## config.mk

```make
export PLATFORM = sky130hd
export DESIGN_NAME = obs_ctrl_flat
export DESIGN_NICKNAME = d
export VERILOG_FILES = /design/src/rtl/obs_ctrl_if.sv /design/src/rtl/obs_ctrl.sv /design/src/flat_wrapper.sv
export SDC_FILE = /design/constraint.sdc
export NUM_CORES = 1
export LEC_CHECK = 0
export ABC_AREA = 1
export BUFFER_PORTS_ARGS = -buffer_cell sky130_fd_sc_hd__buf_2
export CAP_MARGIN = 20
export CORE_MARGIN = 2
export CORE_UTILIZATION = 53
export CTS_BUF_LIST = sky130_fd_sc_hd__clkbuf_4
export DETAILED_ROUTE_END_ITERATION = 12
export PLACE_DENSITY = 0.79
export SLEW_MARGIN = 40
export SYNTH_ARGS = -nofsm -noshare
export SYNTH_HDL_FRONTEND = slang
export SYNTH_SLANG_ARGS = --single-unit
```

## constraint.sdc

```tcl
create_clock -name clk_i -period 2.3 [get_ports clk_i]
set_input_delay 0.46 -clock clk_i [delete_from_list [all_inputs] [get_ports clk_i]]
set_output_delay 0.46 -clock clk_i [all_outputs]
set_load 0.01 [all_outputs]
```

## src/rtl/obs_ctrl_if.sv

```systemverilog
// Obstacle controller bus: scan position and game controls in, obstacle bounds and status out.
interface obs_ctrl_if;
   logic [10:0] pix_x;
   logic [10:0] pix_y;
   logic        game_on;
   logic        hit;
   logic [10:0] x1;
   logic [10:0] x2;
   logic [10:0] y1;
   logic [10:0] y2;
   logic        obs_active;
   logic        passed;
   logic        frozen;
   logic [3:0]  speed;

   modport master (
      output pix_x, pix_y, game_on, hit,
      input  x1, x2, y1, y2, obs_active, passed, frozen, speed
   );

   modport slave (
      input  pix_x, pix_y, game_on, hit,
      output x1, x2, y1, y2, obs_active, passed, frozen, speed
   );
endinterface

```

## src/rtl/obs_ctrl.sv

```systemverilog
// Falling obstacle sequencer: spawns at a pseudo-random X, drops 'speed' lines per frame, freezes on hit.
// Bounds update one clk after the frame tick, with no backpressure. OBS_SPEEDUP_EN adds speed ramping on passes.
module obs_ctrl #(
   parameter int          MAX_X         = 640,
   parameter int          MAX_Y         = 480,
   parameter int          OBS_W         = 32,
   parameter int          OBS_H         = 16,
   parameter int          INIT_SPEED    = 1,
   parameter int          MAX_SPEED     = 8,
   parameter int          SPAWN_DELAY   = 30,
   parameter logic [9:0]  LFSR_SEED     = 10'h2A5,
   parameter int          SPEEDUP_EVERY = 4
) (
   input  logic     clk_i,
   input  logic     reset_i,
   obs_ctrl_if.slave bus
);

   localparam logic [10:0] PARK  = 11'h7FF;
   localparam logic [10:0] XSPAN = 11'(MAX_X - OBS_W);
   localparam int          CW    = $clog2(SPAWN_DELAY + 1);

   typedef enum logic [2:0] {IDLE, WAIT, SPAWN, FALL, HIT} state_t;

   state_t        state_q;
   logic          cond, cond_q, tick;
   logic [9:0]    lfsr_q, lfsr_d;
   logic [10:0]   lfsr_ext, xr;
   logic [10:0]   x1_q, x2_q, y1_q, y2_q;
   logic [11:0]   y_next;
   logic [CW-1:0] frame_cnt_q;
   logic          obs_active_q, passed_q, frozen_q;
   logic [3:0]    speed;

   // Edge-detect so a cond held for several clks yields one tick per frame
   assign cond     = (bus.pix_y == 11'(MAX_Y + 1)) && (bus.pix_x == 11'd0);
   assign tick     = cond & ~cond_q;
   assign lfsr_d   = {lfsr_q[8:0], lfsr_q[9] ^ lfsr_q[6]};
   assign lfsr_ext = {1'b0, lfsr_q};
   assign xr       = (lfsr_ext >= XSPAN) ? (lfsr_ext - XSPAN) : lfsr_ext;
   assign y_next   = {1'b0, y1_q} + {8'd0, speed};

   always_ff @(posedge clk_i) begin
      if (reset_i) begin
         cond_q <= 1'b0;
         lfsr_q <= LFSR_SEED;
      end else begin
         cond_q <= cond;
         lfsr_q <= lfsr_d;
      end
   end

   always_ff @(posedge clk_i) begin
      if (reset_i) begin
         state_q      <= IDLE;
         x1_q         <= PARK;
         x2_q         <= PARK;
         y1_q         <= PARK;
         y2_q         <= PARK;
         obs_active_q <= 1'b0;
         passed_q     <= 1'b0;
         frozen_q     <= 1'b0;
         frame_cnt_q  <= '0;
      end else begin
         passed_q <= 1'b0;
         if (!bus.game_on) begin
            state_q      <= IDLE;
            x1_q         <= PARK;
            x2_q         <= PARK;
            y1_q         <= PARK;
            y2_q         <= PARK;
            obs_active_q <= 1'b0;
            frozen_q     <= 1'b0;
            frame_cnt_q  <= '0;
         end else begin
            case (state_q)
               IDLE: begin
                  state_q     <= WAIT;
                  frame_cnt_q <= '0;
               end
               WAIT: begin
                  if (tick) begin
                     frame_cnt_q <= frame_cnt_q + CW'(1);
                     if (frame_cnt_q == CW'(SPAWN_DELAY - 1))
                        state_q <= SPAWN;
                  end
               end
               SPAWN: begin
                  x1_q         <= xr;
                  x2_q         <= xr + 11'(OBS_W - 1);
                  y1_q         <= 11'd0;
                  y2_q         <= 11'(OBS_H - 1);
                  obs_active_q <= 1'b1;
                  state_q      <= FALL;
               end
               FALL: begin
                  // A hit on the tick clk wins: no move and no pass pulse
                  if (bus.hit) begin
                     frozen_q <= 1'b1;
                     state_q  <= HIT;
                  end else if (tick) begin
                     if (y_next >= 12'(MAX_Y)) begin
                        passed_q     <= 1'b1;
                        x1_q         <= PARK;
                        x2_q         <= PARK;
                        y1_q         <= PARK;
                        y2_q         <= PARK;
                        obs_active_q <= 1'b0;
                        frame_cnt_q  <= '0;
                        state_q      <= WAIT;
                     end else begin
                        y1_q <= y_next[10:0];
                        y2_q <= y_next[10:0] + 11'(OBS_H - 1);
                     end
                  end
               end
               HIT: begin
                  state_q <= HIT;
               end
               default: state_q <= IDLE;
            endcase
         end
      end
   end

`ifdef OBS_SPEEDUP_EN
   logic [2:0] pass_cnt_q;
   logic [3:0] speed_q;

   always_ff @(posedge clk_i) begin
      if (reset_i || state_q == IDLE) begin
         pass_cnt_q <= 3'd0;
         speed_q    <= 4'(INIT_SPEED);
      end else if (passed_q) begin
         if (pass_cnt_q == 3'(SPEEDUP_EVERY - 1)) begin
            pass_cnt_q <= 3'd0;
            if (speed_q < 4'(MAX_SPEED))
               speed_q <= speed_q + 4'd1;
         end else begin
            pass_cnt_q <= pass_cnt_q + 3'd1;
         end
      end
   end

   assign speed = speed_q;
`else
   logic unused_cfg;
   assign unused_cfg = ^{4'(MAX_SPEED), 3'(SPEEDUP_EVERY)};
   assign speed      = 4'(INIT_SPEED);
`endif

   assign bus.x1         = x1_q;
   assign bus.x2         = x2_q;
   assign bus.y1         = y1_q;
   assign bus.y2         = y2_q;
   assign bus.obs_active = obs_active_q;
   assign bus.passed     = passed_q;
   assign bus.frozen     = frozen_q;
   assign bus.speed      = speed;

endmodule

```

## src/flat_wrapper.sv

```systemverilog
// flat-port wrapper written by rule: the top's interface ports become plain ports
module obs_ctrl_flat 
#(
   parameter int          MAX_X         = 640,
   parameter int          MAX_Y         = 480,
   parameter int          OBS_W         = 32,
   parameter int          OBS_H         = 16,
   parameter int          INIT_SPEED    = 1,
   parameter int          MAX_SPEED     = 8,
   parameter int          SPAWN_DELAY   = 30,
   parameter logic [9:0]  LFSR_SEED     = 10'h2A5,
   parameter int          SPEEDUP_EVERY = 4
)
  (clk_i, reset_i, bus_pix_x, bus_pix_y, bus_game_on, bus_hit, bus_x1, bus_x2, bus_y1, bus_y2, bus_obs_active, bus_passed, bus_frozen, bus_speed);
  obs_ctrl_if bus_i ();
  input  logic clk_i;
  input  logic reset_i;
  input wire logic [$bits(bus_i.pix_x)-1:0] bus_pix_x;
  input wire logic [$bits(bus_i.pix_y)-1:0] bus_pix_y;
  input wire logic [$bits(bus_i.game_on)-1:0] bus_game_on;
  input wire logic [$bits(bus_i.hit)-1:0] bus_hit;
  output wire logic [$bits(bus_i.x1)-1:0] bus_x1;
  output wire logic [$bits(bus_i.x2)-1:0] bus_x2;
  output wire logic [$bits(bus_i.y1)-1:0] bus_y1;
  output wire logic [$bits(bus_i.y2)-1:0] bus_y2;
  output wire logic [$bits(bus_i.obs_active)-1:0] bus_obs_active;
  output wire logic [$bits(bus_i.passed)-1:0] bus_passed;
  output wire logic [$bits(bus_i.frozen)-1:0] bus_frozen;
  output wire logic [$bits(bus_i.speed)-1:0] bus_speed;
  assign bus_i.pix_x = bus_pix_x;
  assign bus_i.pix_y = bus_pix_y;
  assign bus_i.game_on = bus_game_on;
  assign bus_i.hit = bus_hit;
  assign bus_x1 = bus_i.x1;
  assign bus_x2 = bus_i.x2;
  assign bus_y1 = bus_i.y1;
  assign bus_y2 = bus_i.y2;
  assign bus_obs_active = bus_i.obs_active;
  assign bus_passed = bus_i.passed;
  assign bus_frozen = bus_i.frozen;
  assign bus_speed = bus_i.speed;
  obs_ctrl #(.MAX_X(MAX_X), .MAX_Y(MAX_Y), .OBS_W(OBS_W), .OBS_H(OBS_H), .INIT_SPEED(INIT_SPEED), .MAX_SPEED(MAX_SPEED), .SPAWN_DELAY(SPAWN_DELAY), .LFSR_SEED(LFSR_SEED), .SPEEDUP_EVERY(SPEEDUP_EVERY)) u_core (.clk_i(clk_i), .reset_i(reset_i), .bus(bus_i));
endmodule
```

==> flow_summary_export.csv, run 1 <==
group,metric,value,unit
outcome,status,"finished, final reports clean",
place,gp_congestion,0.890,
synthesis,post_synth_fa_ha_maj_area_fraction,2.62,%
floorplanning,dieArea,6970,um2
synthesis,synth_compound_area_share,7.81,%
finish,final_util,64.4,%
critical_path,cpMostUsedCell,"nand2_2",
critical_path,worstPathRequired,2.57,ns
synthesis,synthMostInstantiatedCell,"nand2_1",
flow_run,maxCapViolations,0,
clocking,clock-sinks,66,
sta,fmax,0.497,GHz
synthesis,ys_warn_count,0,
grt,grt_max_degree,20,
synthesis,ys.flop_type,"dfxtp_1",
floorplanning,start_util,55.6,%
clocking,clk_pin_slew_worst_paths,0.11,ns
finish,drive_gt1_share,22.3,%
critical_path,cp_cell_sequence,"ha_1 > nand2_2 > nor2_2 > nand4_1 > nand2_1 > nor2_4 > nand2_4 > nand2_2 > a21oi_4 > o21ai_0",
pwr,powerDensity,544,nW/um2
clocking,cts_tree,"done",
synthesis,synth_top_area_share,39.5,%
clocking,htree_levels,3,
finish,fillers,577,
sta,clock_skew,0.00919,ns
synthesis,netlist_area,3350,um2
clocking,cts-root-buf,"clkbuf_4",
pwr,leakage,1.92,nW
critical_path,critPathBufInv,0,
synthesis,synthCells,482,
routing,wl,7760,um
grt,grt_pass1_wl,13400,um
place,portBuffers,72,
routing,vias,3277,
sta,hold_viol,0,
pwr,peakVddDrop,375,uV
synthesis,synth.top_cells.by_count,"nand2_1, nor2_1, dfxtp_1",
synthesis,synth_area_leader_cell,"dfxtp_1",
routing,dr.pass1.iters,4,
sta,period_share,87.5,%
finish,ff_latch_area,1320,um2
critical_path,critPathTopFamily,"simple AND/OR/NAND/NOR gates",
floorplanning,die_w,83.5,um
routing,routed_via_density,5.11,
clocking,clk_latency,0.41,ns
grt,grt_antenna_before_repair,0,
critical_path,critical_path_class,"reg2reg",
sta,slew_violations,0,
finish,multi_input_area,1720,um2
grt,grt_pass1_vias,3105,
synthesis,synth_edf_count,0,
routing,remaining_drc_errors,0,
grt,grt_usage,23.1,%
synthesis,synth_top_family_by_area,"simple AND/OR/NAND/NOR gates",
hold_path,worstHoldStart,"reset_i",
critical_path,critPathSlowestCell,"a21oi_4",
finish,area_delta_synth_final,16.0,%
critical_path,crit_arrival,2.28,ns
place,dpl.hpwl,5920,um
floorplanning,io_pins,77,
hold_path,hp-class,"in2reg",
sta,setup_viol,0,
synthesis,ys_async_sr_fraction,0,%
synthesis,yosysSeqAreaShare,39.5,%
floorplanning,coreArea,6030,um2
critical_path,end_kind,"flip-flop",
routing,ant_nets,0,
floorplanning,num_rows,28,
critical_path,start_kind,"flip-flop",
synthesis,synthXorXnorAreaFrac,3.66,%
synthesis,syn_area_per_cell,6.95,um2
sta,rsz0062_at_grt,"no",
grt,grt_remaining_overflow,0,
clocking,numCtsBuffers,9,
critical_path,max_stage_delay,0.42,ns
synthesis,synth_cell_type_count,38,
synthesis,synth_mux_area_share,0,%
critical_path,path_max_fanout,16,
finish,diodes,0,
critical_path,r2r-start,"u_core.bus.y1[1]",
routing,drt_iter0_drc,142,
synthesis,synth-simple-area-share,37.0,%
sta,tns,0,ns
critical_path,cp-startpoint,"u_core.bus.y1[1]",
synthesis,synth-seq-cells,66,
clocking,clk_path_buf_depth,2,
synthesis,synthTopCellsByArea,"dfxtp_1, nand2_1, nor2_1, nand3_1, inv_1",
floorplanning,die_y,83.5,um
routing,wl_per_cell,12.1,um
sta,fin_crit,2.01,ns
finish,nNetsFinal,594,
## state kept, by name, indices dropped and copies added (netlist names)
register / flops
u_core.bus.obs_active: 1
u_core.bus.y1: 11
u_core.bus.y2: 11
u_core.bus.x2: 11
u_core.bus.passed: 1
u_core.cond_q: 1
u_core.frame_cnt_q: 5
u_core.lfsr_q: 10
u_core.bus.x1: 11
u_core.state_q: 3
u_core.bus.frozen: 1
## through the flow
stage	setup WS [ns]	area, um2	total power [W]	hold WS [ns]	std cells
5_1_grt	0.0512	3880	0.00222	0.325	641
3_3_place_gp	0.238	3780	0.00149	0.427	625
2_1_floorplan	0.357	3360	0.00143	0.448	484
4_1_cts	0.177	3880	0.00212	0.316	641
3_5_place_dp	0.190	3780	0.00150	0.437	625
6_report	0.286	3880	0.00211	0.320	641
## repair_timing
item / 4_1_cts / 5_1_grt
resized for setup: 0 / 1
hold buffers: 0 / 0
setup endpoints to repair: 0 / 20
setup buffers: 0 / 0
endpoints found under the hold margin: 0 / 0
## power breakdown
group | switching (W) | internal [W] | total, W
clock network | 0.000403 | 0.000233 | 0.000636
registers | 0.0000236 | 0.00117 | 0.00119
logic | 0.000184 | 0.000101 | 0.000286
## kinds of logic (layout without fill, tap and decap cells)
logic type                 Yosys count  count (layout)
AOI/OAI and AO/OA                   41              41
other                                2               4
adders and majority gates            7               7
xor gates and xnor gates            14              14
buffers and inverters               73             155
and+or+nand+nor                    279             279
DFF                                 66              66
## area by class of cell
type | instances | area share, %
clock inverters | 5 | 0.548
flip-flops and latches | 66 | 34.1
clock buffers | 11 | 2.13
well taps | 75 | 2.42
inverters | 60 | 5.80
repair buffers | 79 | 10.6
multi-input cells | 345 | 44.4
## layer usage
| metal | track usage, % | wire (um) |
|---|---|---|
| met2 | 40.9 | 3970 |
| met1 | 27.5 | 3380 |
| met3 | 4.25 | 304 |
| met4 | 9.53 | 97 |
| met5 | 0 | 0 |
## layout by cell type (no fill, tap or decap), drive strengths merged
| master | instances |
|---|---|
| o21ai | 13 |
| clkinv | 6 |
| xnor2 | 3 |
| nand2 | 108 |
| o22ai | 1 |
| nand3 | 43 |
| clkbuf | 11 |
| inv | 59 |
| nor2 | 105 |
| or2 | 2 |
| o31ai | 1 |
| a31oi | 3 |
| nor4 | 3 |
| buf | 79 |
| a21oi | 14 |
| o21bai | 1 |
| nor3 | 9 |
| dfxtp | 66 |
| o211ai | 6 |
| conb | 4 |
| nand3b | 2 |
| xor2 | 11 |
| a22oi | 1 |
| ha | 7 |
| nand4 | 7 |
| a21boi | 1 |
## path summary, 6_finish.rpt
| path | to | slack, ns | cells after the start |
|---|---|---|---|
| worst max register to register | u_core.bus.y1[9] | 0.29 | 10 |
| worst min register to register | u_core.bus.obs_active | 0.45 | 2 |
| worst max-delay path | u_core.bus.y1[9] | 0.29 | 10 |
| worst min-delay path | u_core.lfsr_q[6] | 0.32 | 2 |
No activity file was read; power rests on OpenSTA's default activity.
==> run 2, diff against run 1 <==
Settings changed: CORE_UTILIZATION 53 to 55, PLACE_DENSITY 0.79 to 0.81.
==> flow_summary_export.csv, run 2 (synthesis results as in run 1) <==
group,metric,value,unit
outcome,status,"finished, final reports clean",
routing,dr.pass1.iters,4,
clocking,clk_pin_slew_worst_paths,0.12,ns
sta,setup_viol,0,
place,dpl.hpwl,5870,um
sta,clock_skew,0.0119,ns
critical_path,path_max_fanout,16,
pwr,switching_share,26.4,%
routing,ant_nets,0,
finish,final_util,67.3,%
clocking,cts_resized,0,
grt,grt_remaining_overflow,0,
pwr,combPwrFrac,11.5,%
clocking,clk_latency,0.42,ns
finish,drive_gt1_share,22.5,%
place,gp_congestion,0.864,
clocking,cts_tree,"done",
finish,nNetsFinal,593,
sta,rsz0062_at_grt,"no",
grt,grt_pass1_vias,3014,
floorplanning,dieArea,6730,um2
clocking,cts-root-buf,"clkbuf_4",
routing,routed_via_density,5.08,
routing,wl_per_cell,12.1,um
sta,fmax,0.475,GHz
pwr,switching_power,0.000656,W
floorplanning,io_pins,77,
finish,final_common_cell,"nand2_1",
finish,diodes,0,
critical_path,worstPathRequired,2.58,ns
clocking,post_cts.repair.setup_buffers,0,
place,portBuffers,72,
floorplanning,die_w,82.0,um
pwr,p_int,0.00183,W
floorplanning,num_rows,28,
routing,remaining_drc_errors,0,
finish,layout_common_cells,"nand2_1, nor2_1, buf_2, dfxtp_1, inv_1",
finish,area_delta_synth_final,18.3,%
finish,fillers,537,
critical_path,end_kind,"flip-flop",
pwr,powerDensity,627,nW/um2
critical_path,start_kind,"flip-flop",
floorplanning,start_util,56.9,%
critical_path,crit_arrival,2.38,ns
grt,grt_pass1_wl,12900,um
pwr,leakage,1.95,nW
flow_run,maxCapViolations,0,
grt,grt_usage,24.9,%
routing,vias,3251,
grt,grt_max_degree,19,
clocking,htree_levels,3,
sta,fin_crit,2.11,ns
critical_path,critical_path_class,"reg2reg",
pwr,seqPwrFrac,47.9,%
pwr,peakVddDrop,435,uV
routing,drt_iter0_drc,108,
clocking,postCtsHoldBufs,0,
routing,wl,7730,um
clocking,clk_path_buf_depth,2,
floorplanning,die_y,82.0,um
clocking,numCtsBuffers,9,
sta,hold_viol,0,
hold_path,hp-class,"in2reg",
clocking,clock-sinks,66,
sta,slew_violations,0,
floorplanning,coreArea,5890,um2
sta,period_share,91.5,%
sta,tns,0,ns
grt,grt_antenna_before_repair,0,
pwr,clkPwrFrac,40.6,%
run 2: changes by cell type in the layout (fill, tap and decap cells not counted):
cell,delta
clkinv_2,-2
dfxtp_2,-1
bufinv_16,+3
clkbuf_4,-2
clkinv_1,-3
clkinv_4,+2
inv_6,+2
dfxtp_1,+1
buf_4,-1
run 2: critical path, stage by stage, from the launching register on:
cell      delay (ns)
dfxtp_1         0.45
ha_1            0.23
nand2_2         0.08
nor2_2          0.15
nand4_1         0.10
nand2_1         0.16
nor2_4          0.06
nand2_4         0.07
nand2_2         0.10
a21oi_4         0.42
o211ai_1        0.16
run 2: final timing paths:
check | slack (ns) | to | start | cells after the start
worst max-delay path | 0.19 | u_core.bus.y1[7] | u_core.bus.y1[1] | 10
worst max register to register | 0.19 | u_core.bus.y1[7] | u_core.bus.y1[1] | 10
worst min-delay path | 0.32 | u_core.lfsr_q[1] | reset_i | 2
worst min register to register | 0.45 | u_core.bus.obs_active | u_core.bus.obs_active | 2
run 2: area by class of cell:
cell class | count | area [um2] | area share, %
clock buffer | 9 | 67.6 | 1.71
tap | 75 | 93.8 | 2.37
multi-input combinational | 345 | 1720 | 43.5
clock inverter | 7 | 125 | 3.16
inverter | 60 | 225 | 5.68
timing repair buffer | 78 | 405 | 10.2
sequential | 66 | 1320 | 33.3
run 2: per-stage QoR:
step                setup slack [ns]  cell area [um2]  std cells  power [W]  hold slack (ns)
floorplan                      0.357             3360        484    0.00143            0.448
global placement               0.254             3770        624    0.00149            0.432
detailed placement             0.200             3770        624    0.00150            0.439
CTS                            0.200             3960        640    0.00250            0.294
global route                  0.0152             3960        640    0.00260            0.317
finish                         0.195             3960        640    0.00248            0.316
run 2: power by group through the flow:
stage | clock network [W] | logic, W | registers [W]
6_report | 0.00101 | 0.000285 | 0.00119
5_1_grt | 0.00108 | 0.000326 | 0.00119
4_1_cts | 0.00103 | 0.000284 | 0.00119
3_5_place_dp | 0 | 0.000281 | 0.00121
3_3_place_gp | 0 | 0.000274 | 0.00121
2_1_floorplan | 0 | 0.000210 | 0.00121
run 2: layer usage:
layer / part of all wire [%] / up-vias / wire length (um) / GRT usage, %
met5: 0 / - / 0 / 0
met4: 2.3 / 0 / 178 / 12.0
met2: 51 / 68 / 3950 / 44.4
met3: 3.4 / 17 / 263 / 4.95
li1: - / 1679 / - / -
met1: 43 / 1487 / 3340 / 28.3
==> run 3, diff against run 2 <==
--- a/constraint.sdc
+++ b/constraint.sdc
@@ -3,2 +3,2 @@
 set_output_delay 0.46 -clock clk_i [all_outputs]
-set_load 0.01 [all_outputs]
+set_load 0.1 [all_outputs]
==> flow_summary_export.csv, run 3 (synthesis results as in run 1) <==
group,metric,value,unit
place,gp_congestion,0.873,
pwr,peakVddDrop,414,uV
critical_path,crit_arrival,2.31,ns
routing,dr.pass1.iters,4,
clocking,clk_pin_slew_worst_paths,0.11,ns
floorplanning,dieArea,6730,um2
sta,rsz0062_at_grt,"no",
critical_path,critPathBufInv,0,
critical_path,cpMostUsedCell,"nand2_2",
finish,nNetsFinal,593,
grt,grt_pass1_vias,2966,
routing,ant_nets,0,
pwr,leakage,1.91,nW
floorplanning,io_pins,77,
flow_run,maxCapViolations,0,
clocking,clk_latency,0.41,ns
outcome,status,"finished, final reports clean",
clocking,cts_tree,"done",
finish,final_common_cell,"nand2_1",
floorplanning,start_util,56.9,%
grt,grt_max_degree,19,
clocking,clock-sinks,66,
finish,area_delta_synth_final,16.3,%
critical_path,r2r_slack,0.26,ns
sta,fin_crit,2.04,ns
floorplanning,die_y,82.0,um
finish,layout_common_cells,"nand2_1, nor2_1, buf_2, dfxtp_1, inv_1",
routing,drt_iter0_drc,144,
routing,remaining_drc_errors,0,
place,portBuffers,72,
pwr,powerDensity,581,nW/um2
grt,grt_antenna_before_repair,0,
grt,grt_remaining_overflow,0,
sta,fmax,0.489,GHz
routing,wl_per_cell,11.9,um
clocking,cts-root-buf,"clkbuf_4",
clocking,clk_path_buf_depth,2,
sta,slew_violations,0,
clocking,htree_levels,3,
finish,drive_gt1_share,23.1,%
critical_path,critical_path_class,"reg2reg",
finish,final_util,66.2,%
critical_path,critPathSlowestCell,"dfxtp_2",
critical_path,start_kind,"flip-flop",
critical_path,critPathTopFamily,"simple AND/OR/NAND/NOR gates",
critical_path,end_kind,"flip-flop",
sta,setup_viol,0,
finish,diodes,0,
place,dpl.hpwl,5790,um
sta,tns,0,ns
routing,routed_via_density,5.08,
finish,fillers,550,
routing,wl,7600,um
critical_path,path_max_fanout,16,
grt,grt_usage,24.6,%
critical_path,max_stage_delay,0.44,ns
routing,vias,3242,
critical_path,cp_cell_sequence,"ha_1 > nand2_2 > nor2_2 > nand4_1 > nand2_1 > nor2_4 > nand2_4 > nand2_2 > a21oi_4 > o211ai_1",
floorplanning,num_rows,28,
sta,clock_skew,0.0183,ns
sta,period_share,88.8,%
hold_path,hp-class,"in2reg",
floorplanning,coreArea,5890,um2
sta,hold_viol,0,
clocking,numCtsBuffers,9,
grt,grt_pass1_wl,12800,um
critical_path,worstPathRequired,2.57,ns
floorplanning,die_w,82.0,um
-- run 3: cell types whose count changed in the layout (fill, tap and decap cells not counted) --
cell,delta
dfxtp_2,+7
clkinv_2,+2
clkinv_4,-2
inv_6,-2
clkinv_1,+2
bufinv_16,-2
dfxtp_1,-7
-- run 3: power breakdown --
group	switching, W	internal, W	leakage (nW)
Sequential	0.0000235	0.00117	0.534
Combinational	0.000268	0.000101	1.31
Clock	0.000393	0.000309	0.0665
Total	0.000684	0.00158	1.91
-- run 3: per-layer routing --
metal | part of all wire (%) | global-route usage, %
met1 | 43 | 27.7
met2 | 52 | 44.2
met3 | 4.5 | 5.71
met4 | 1.0 | 10.3
met5 | 0 | 0
-- run 3: what timing repair did --
action / in CTS / in global routing
setup buffers: 0 / 0
gates resized for setup: 0 / 0
endpoints found under the hold margin: 0 / 0
setup endpoints to repair: 0 / 1
hold buffers: 0 / 0
-- run 3: cell type report --
cell class                      count  area [um2]  share of cell area (%)
Clock buffer                        9        67.6                    1.74
Clock inverter                      5        47.5                    1.22
Inverter                           60         225                    5.78
Tap cell                           75        93.8                    2.41
Multi-Input combinational cell    345        1720                    44.3
Sequential cell                    66        1330                    34.2
Timing Repair Buffer               78         405                    10.4
-- run 3: path summary, 6_finish.rpt --
check                         from               endpoint  cells after the start
min reg2reg  u_core.bus.obs_active  u_core.bus.obs_active                      2
max reg2reg       u_core.bus.y1[0]       u_core.bus.y1[4]                     10
max               u_core.bus.y1[0]       u_core.bus.y1[4]                     10
min                        reset_i       u_core.lfsr_q[3]                      2
-- run 3: through the flow --
stage | hold WS [ns] | cell area, um2 | cells | setup WS [ns] | power, W
2_1_floorplan | 0.448 | 3360 | 484 | 0.0114 | 0.00151
4_1_cts | 0.303 | 3890 | 638 | 0.231 | 0.00228
6_report | 0.322 | 3890 | 638 | 0.257 | 0.00226
3_3_place_gp | 0.434 | 3780 | 624 | 0.264 | 0.00157
5_1_grt | 0.311 | 3890 | 638 | 0.00726 | 0.00238
3_5_place_dp | 0.434 | 3780 | 624 | 0.228 | 0.00158
